File: src/rtl/matrix_pkg.sv
// Shared matrix-unit definitions: default geometry of the result matrix and
// the readout FSM state encoding used by the multiplier, result RAM and reader.
package matrix_pkg;

    localparam int MAT_DEPTH  = 64;
    localparam int MAT_DATA_W = 19;
    localparam int MAT_ADDR_W = 6;

    typedef enum logic [1:0] {
        ST_IDLE  = 2'd0,
        ST_READ  = 2'd1,
        ST_DRAIN = 2'd2,
        ST_DONE  = 2'd3
    } reader_state_t;

endpackage

File: src/rtl/result_skid_buf.sv
// Two-entry FIFO between the result RAM read port and the streaming output.
// The head entry never moves while it is not popped, so stalled outputs stay stable.
module result_skid_buf #(
    parameter int WIDTH = 26
) (
    input  logic             clk,
    input  logic             reset,
    input  logic             i_clear,
    input  logic             i_push,
    input  logic [WIDTH-1:0] i_pushData,
    input  logic             i_pop,
    output logic [WIDTH-1:0] o_headData,
    output logic [1:0]       o_count
);

    logic [WIDTH-1:0] r_mem [2];
    logic             r_rdPtr;
    logic             r_wrPtr;
    logic [1:0]       r_count;
    logic             w_push;
    logic             w_pop;

    assign w_pop  = i_pop && (r_count != 2'd0);
    assign w_push = i_push && ((r_count != 2'd2) || w_pop);

    // Entry storage is cleared on reset so the streamed outputs read as zero.
    always_ff @(posedge clk or posedge reset) begin
        if (reset) begin
            r_mem[0] <= '0;
            r_mem[1] <= '0;
            r_rdPtr  <= 1'b0;
            r_wrPtr  <= 1'b0;
            r_count  <= 2'd0;
        end else if (i_clear) begin
            r_rdPtr  <= 1'b0;
            r_wrPtr  <= 1'b0;
            r_count  <= 2'd0;
        end else begin
            if (w_push) begin
                r_mem[r_wrPtr] <= i_pushData;
                r_wrPtr        <= ~r_wrPtr;
            end
            if (w_pop) begin
                r_rdPtr <= ~r_rdPtr;
            end
            r_count <= r_count + 2'(w_push) - 2'(w_pop);
        end
    end

    assign o_headData = r_mem[r_rdPtr];
    assign o_count    = r_count;

endmodule

File: src/rtl/result_reader.sv
// Streams every word of the external result RAM, in address order, over a
// valid/ready interface while accumulating a signed checksum of the pass.
module result_reader
    import matrix_pkg::*;
#(
    parameter int DEPTH  = MAT_DEPTH,
    parameter int DATA_W = MAT_DATA_W,
    parameter int ADDR_W = MAT_ADDR_W
) (
    input  logic                     clk,
    input  logic                     reset,
    input  logic                     start,
    output logic                     rd_en,
    output logic [ADDR_W-1:0]        rd_addr,
    input  logic [DATA_W-1:0]        rd_data,
    output logic [DATA_W-1:0]        out_data,
    output logic [ADDR_W-1:0]        out_index,
    output logic                     out_valid,
    input  logic                     out_ready,
    output logic                     out_last,
    output logic                     busy,
    output logic                     done,
    output logic [DATA_W+ADDR_W-1:0] checksum
);

    localparam int BUF_W  = DATA_W + ADDR_W + 1;
    localparam int CSUM_W = DATA_W + ADDR_W;
    localparam logic [ADDR_W-1:0] LAST_ADDR = ADDR_W'(DEPTH - 1);

    reader_state_t     r_state;
    reader_state_t     w_nextState;
    logic [ADDR_W-1:0] r_addr;
    logic [ADDR_W-1:0] r_inflightAddr;
    logic              r_inflight;
    logic [CSUM_W-1:0] r_checksum;

    logic [BUF_W-1:0]  w_pushData;
    logic [BUF_W-1:0]  w_headData;
    logic [1:0]        w_count;
    logic [DATA_W-1:0] w_headWord;
    logic [ADDR_W-1:0] w_headIdx;
    logic              w_headLast;
    logic              w_active;
    logic              w_start;
    logic              w_outValid;
    logic              w_pop;
    logic              w_issueOk;
    logic              w_rdEn;

    assign w_active   = (r_state == ST_READ) || (r_state == ST_DRAIN);
    assign w_start    = start && !w_active;
    assign {w_headLast, w_headIdx, w_headWord} = w_headData;
    assign w_outValid = w_active && (w_count != 2'd0);
    assign w_pop      = w_outValid && out_ready;

    // A read is only issued if its word is guaranteed a free buffer slot on arrival.
    assign w_issueOk  = (3'(w_count) + 3'(r_inflight) - 3'(w_pop)) < 3'd2;
    assign w_rdEn     = (r_state == ST_READ) && w_issueOk;
    assign w_pushData = {(r_inflightAddr == LAST_ADDR), r_inflightAddr, rd_data};

    result_skid_buf #(
        .WIDTH(BUF_W)
    ) u_skidBuf (
        .clk       (clk),
        .reset     (reset),
        .i_clear   (w_start),
        .i_push    (r_inflight),
        .i_pushData(w_pushData),
        .i_pop     (w_pop),
        .o_headData(w_headData),
        .o_count   (w_count)
    );

    always_comb begin
        w_nextState = r_state;
        case (r_state)
            ST_IDLE:  if (start) w_nextState = ST_READ;
            ST_READ:  if (w_rdEn && (r_addr == LAST_ADDR)) w_nextState = ST_DRAIN;
            ST_DRAIN: if (w_pop && w_headLast) w_nextState = ST_DONE;
            ST_DONE:  if (start) w_nextState = ST_READ;
            default:  w_nextState = ST_IDLE;
        endcase
    end

    // A fresh pass clears the address counter and checksum; the buffer clears alongside.
    always_ff @(posedge clk or posedge reset) begin
        if (reset) begin
            r_state        <= ST_IDLE;
            r_addr         <= '0;
            r_inflight     <= 1'b0;
            r_inflightAddr <= '0;
            r_checksum     <= '0;
        end else begin
            r_state        <= w_nextState;
            r_inflight     <= w_rdEn;
            r_inflightAddr <= r_addr;
            if (w_start) begin
                r_addr     <= '0;
                r_checksum <= '0;
            end else begin
                if (w_rdEn) begin
                    r_addr <= r_addr + ADDR_W'(1);
                end
                if (w_pop) begin
                    r_checksum <= r_checksum + {{ADDR_W{w_headWord[DATA_W-1]}}, w_headWord};
                end
            end
        end
    end

    assign rd_en     = w_rdEn;
    assign rd_addr   = r_addr;
    assign out_data  = w_headWord;
    assign out_index = w_headIdx;
    assign out_valid = w_outValid;
    assign out_last  = w_outValid && w_headLast;
    assign busy      = w_active;
    assign done      = (r_state == ST_DONE);
    assign checksum  = r_checksum;

endmodule

File: config.mk
export PLATFORM = sky130hd
export DESIGN_NAME = result_reader
export DESIGN_NICKNAME = d
export VERILOG_FILES = /design/src/rtl/matrix_pkg.sv /design/src/rtl/result_skid_buf.sv /design/src/rtl/result_reader.sv
export SDC_FILE = /design/constraint.sdc
export NUM_CORES = 1
export LEC_CHECK = 0
export ABC_AREA = 1
export CAP_MARGIN = 20
export CORE_MARGIN = 2
export CORE_UTILIZATION = 25
export DETAILED_ROUTE_END_ITERATION = 7
export GPL_TIMING_DRIVEN = 0
export PLACE_DENSITY = 0.48
export SLEW_MARGIN = 10
export SYNTH_ARGS = -nofsm -noshare
export SYNTH_HDL_FRONTEND = slang
export SYNTH_SLANG_ARGS = --single-unit
File: constraint.sdc
create_clock -name clk -period 3.29 [get_ports clk]
set_input_delay 0.658 -clock clk [delete_from_list [all_inputs] [get_ports clk]]
set_output_delay 0.658 -clock clk [all_outputs]
set_load 0.005 [all_outputs]
==> results.tsv <==
stage	metric	value	unit
status	outcome	finished with violations	
status	violations	setup timing	
place	place_hpwl	14200	um
final_layout	syn_to_final_growth	27.0	%
setup_path	cp_slowest_stage_delay	0.48	ns
floorplanning	die_h	163	um
synth	ys.flop_type	dfrtp_1	
worst_hold_path	hold_depth	0	
place	portBuffers	83	
synth	yosys-top-cells-area	dfrtp_1 (38%), nand2_1 (18%), inv_1 (8.1%)	
setup_path	worst_setup_path_start_kind	flip-flop	
synth	synth_cells	855	
synth	synth-seq-area-share	38.2	%
timing	drv_slew	0	
timing	worst_pin_slew	0.644	ns
setup_path	slowest_stage	fa_1	
synth	ys_ff_latch	96	
power_and_ir_drop	p_leak	0.00411	uW
final_layout	fillCellCount	2771	
cts	postCtsHoldBufs	0	
synth	synth.distinct_cells	35	
cts	cts_buffers	9	
synth	yosys.area.top_type_share	38.2	%
cts	cts-root-buf	clkbuf_16	
final_layout	antenna_cells	0	
final_layout	multi_input_area	3240	um^2
job	maxCapViolCount	0	
floorplanning	die_w	163	um
setup_path	r2r-start	r_state[0]$_DFFE_PP0P_	
cts	clk_pin_slew_worst_paths	0.08	ns
cts	cts_max_path_buffers	2	
timing	rsz0062_at_grt	yes	
timing	period_share	101	%
cts	htreeDepth	3	
floorplanning	io_pins	84	
detailed_routing	drt-wirelength-per-cell	14.5	um
setup_path	path_cells	inv_2, ha_4, a21oi_4, nand2_4, clkinv_8, ha_4, or2_4, fa_1, inv_1, a21oi_2, nand2_2, inv_2, buf_2	
detailed_routing	via_count	5510	
synth	synth_commonest_cells	nand2_1 (305), inv_1 (136), dfrtp_1 (96)	
detailed_routing	drtAntennaViolNets	0	
synth	synth_largest_area_cell	dfrtp_1	
setup_path	required	2.63	ns
timing	max_freq	0.301	GHz
cts	clock_sinks	96	
power_and_ir_drop	ir_drop	0.000406	V
timing	setup_slack	-0.0290	ns
synth	synth_edf_count	0	
synth	yosysMostFrequentCell	nand2_1	
timing	finClkSkew	0.00910	ns
power_and_ir_drop	powerDensity	892	nW/um^2
setup_path	crit_path_start	r_state[0]$_DFFE_PP0P_	
floorplanning	die_area	26400	um^2
setup_path	critPathArrivalTime	2.66	ns
worst_hold_path	hp-class	reg2reg	
synth	synth_area	6290	um^2
detailed_routing	vias_per_cell	4.25	
timing	hold_violations	0	
final_layout	seqCellArea	2400	um^2
setup_path	crit_fanout	3	
detailed_routing	drc	0	
floorplanning	start_util	25.2	%
synth	synth_warnings	0	
timing	slew_headroom	57.1	%
detailed_routing	routed_wl	18800	um
timing	worst_hold_slack	0.469	ns
timing	setup_viol	1	
worst_hold_path	hp-start	rd_addr[5]$_DFFE_PP0P_	
detailed_routing	drt_iter0_markers	301	
setup_path	end_kind	primary output	
global_route	grt_start_max_net_pins	58	
global_route	antenna_found_initial	0	
timing	tns	-0.0290	ns
global_route	grt_pass1_wl	30200	um
floorplanning	core_area	25000	um^2
detailed_routing	first_pass_iters	4	
place	finalWeightedCongestion	0.854	
global_route	grt_usage	14.8	%
global_route	grt_pass1_vias	5454	
power_and_ir_drop	p_total	7130	uW
cts	cts_tree	done	
timing	layout_min_cycle_time	3.32	ns
setup_path	path_class	reg2out	
synth	avgSynthCellArea	7.36	um^2
global_route	overflow	0	
setup_path	rr_worst_depth	16	
synth	synth-async-reset-ratio	100	%
floorplanning	std_cell_rows	58	
place	placed_cells	1269	
final_layout	num-nets-final	1017	
final_layout	drive_gt1_share	17.2	%
cts	clock_latency	0.35	ns
final_layout	stdcell_count	1295	
synth	syn_nets	912	
## registers in the layout, summed over array words and instances, names as in the netlist
register	flops
checksum	25
u_skidBuf.r_mem	52
r_inflight	1
u_skidBuf.r_rdPtr	1
r_state	2
r_inflightAddr	6
rd_addr	6
u_skidBuf.o_count	2
u_skidBuf.r_wrPtr	1
## logic make-up after synthesis
kind of cell / count (synthesis) / share of synthesized area [%]
AOI/OAI and AO/OA: 105 / 12.2
xor gates and xnor gates: 5 / 0.696
adders and majority gates: 34 / 7.00
buffers and inverters: 160 / 10.8
DFF: 96 / 38.2
muxes: 1 / 0.159
and+or+nand+nor: 454 / 31.0
## what timing repair did
action | 4_1_cts | 5_1_grt
pin swaps | 5 | 4
setup endpoints to repair | 10 | 7
buffers inserted | 9 | 2
gates resized for setup | 19 | 6
## layout by cell type (no fill, tap or decap), drive strengths merged, types with 2 or more instances in the layout
cell	Yosys	routed
nand2	353	353
nor2	46	46
fa	2	2
ha	32	32
inv	138	142
clkdlybuf4s50	0	81
nand3	37	37
buf	15	28
o21ai	74	74
clkinv	2	4
nand4	9	9
clkbuf	5	13
xor2	3	3
or2	3	3
dfrtp	96	96
nor3	2	2
o31ai	2	2
xnor2	2	2
a21oi	25	25
nand3b	3	3
## power breakdown
part / total [uW] / switching [uW] / leakage [uW] / internal [uW]
clock network: 1090 / 549 / 0.000142 / 536
logic: 4110 / 2390 / 0.00270 / 1720
registers: 1930 / 315 / 0.00126 / 1620
total: 7130 / 3250 / 0.00411 / 3870
## cell type report
type	count	area share, %
multi-input cells	599	40.6
flip-flops and latches	96	30.1
repair buffers	95	11.7
inverters	140	6.81
well taps	330	5.17
clock buffers	9	2.82
plain buffers	19	1.93
clock inverters	7	0.877
## worst max-delay path, delay by kind of cell (launching register included)
family	cells	cell delay, ns
AND/OR/NAND/NOR	3	0.42
adder cells (fa/ha/maj)	3	0.87
buffers and inverters	5	0.35
AO/OA/AOI/OAI	2	0.27
flip-flops	1	0.40
## through the flow
stage	cell area, um^2	utilization [%]	worst slack [ns]
after floorplan	6290	-	0.00768
after global placement	7540	30.2	-1.80
after detailed placement	7570	30.3	-1.09
after CTS	7990	32.0	-0.118
after global routing	7990	32.0	-0.125
final	7990	32.0	-0.0290
## routing by layer
layer	part of all wire (%)	wire length (um)	track usage, %	vias up
li1	-	-	-	2858
met4	0.97	182	3.02	0
met5	0	0	0	-
met3	4.9	924	3.28	11
met1	50	9320	20.7	2545
met2	44	8320	23.6	96
## path summary, 6_finish.rpt
path | slack (ns) | to
setup / recovery | -0.03 | rd_en
hold / removal | 0.47 | r_inflightAddr[5]$_DFF_PP0_
setup reg to reg | 0.27 | r_state[0]$_DFFE_PP0P_
hold reg to reg | 0.47 | r_inflightAddr[5]$_DFF_PP0_
max in group asynchronous | 1.97 | u_skidBuf.r_mem[9]$_DFFE_PP0P_
min in group asynchronous | 0.68 | u_skidBuf.r_mem[51]$_DFFE_PP0P_
Power figures use the tool's default switching activity.
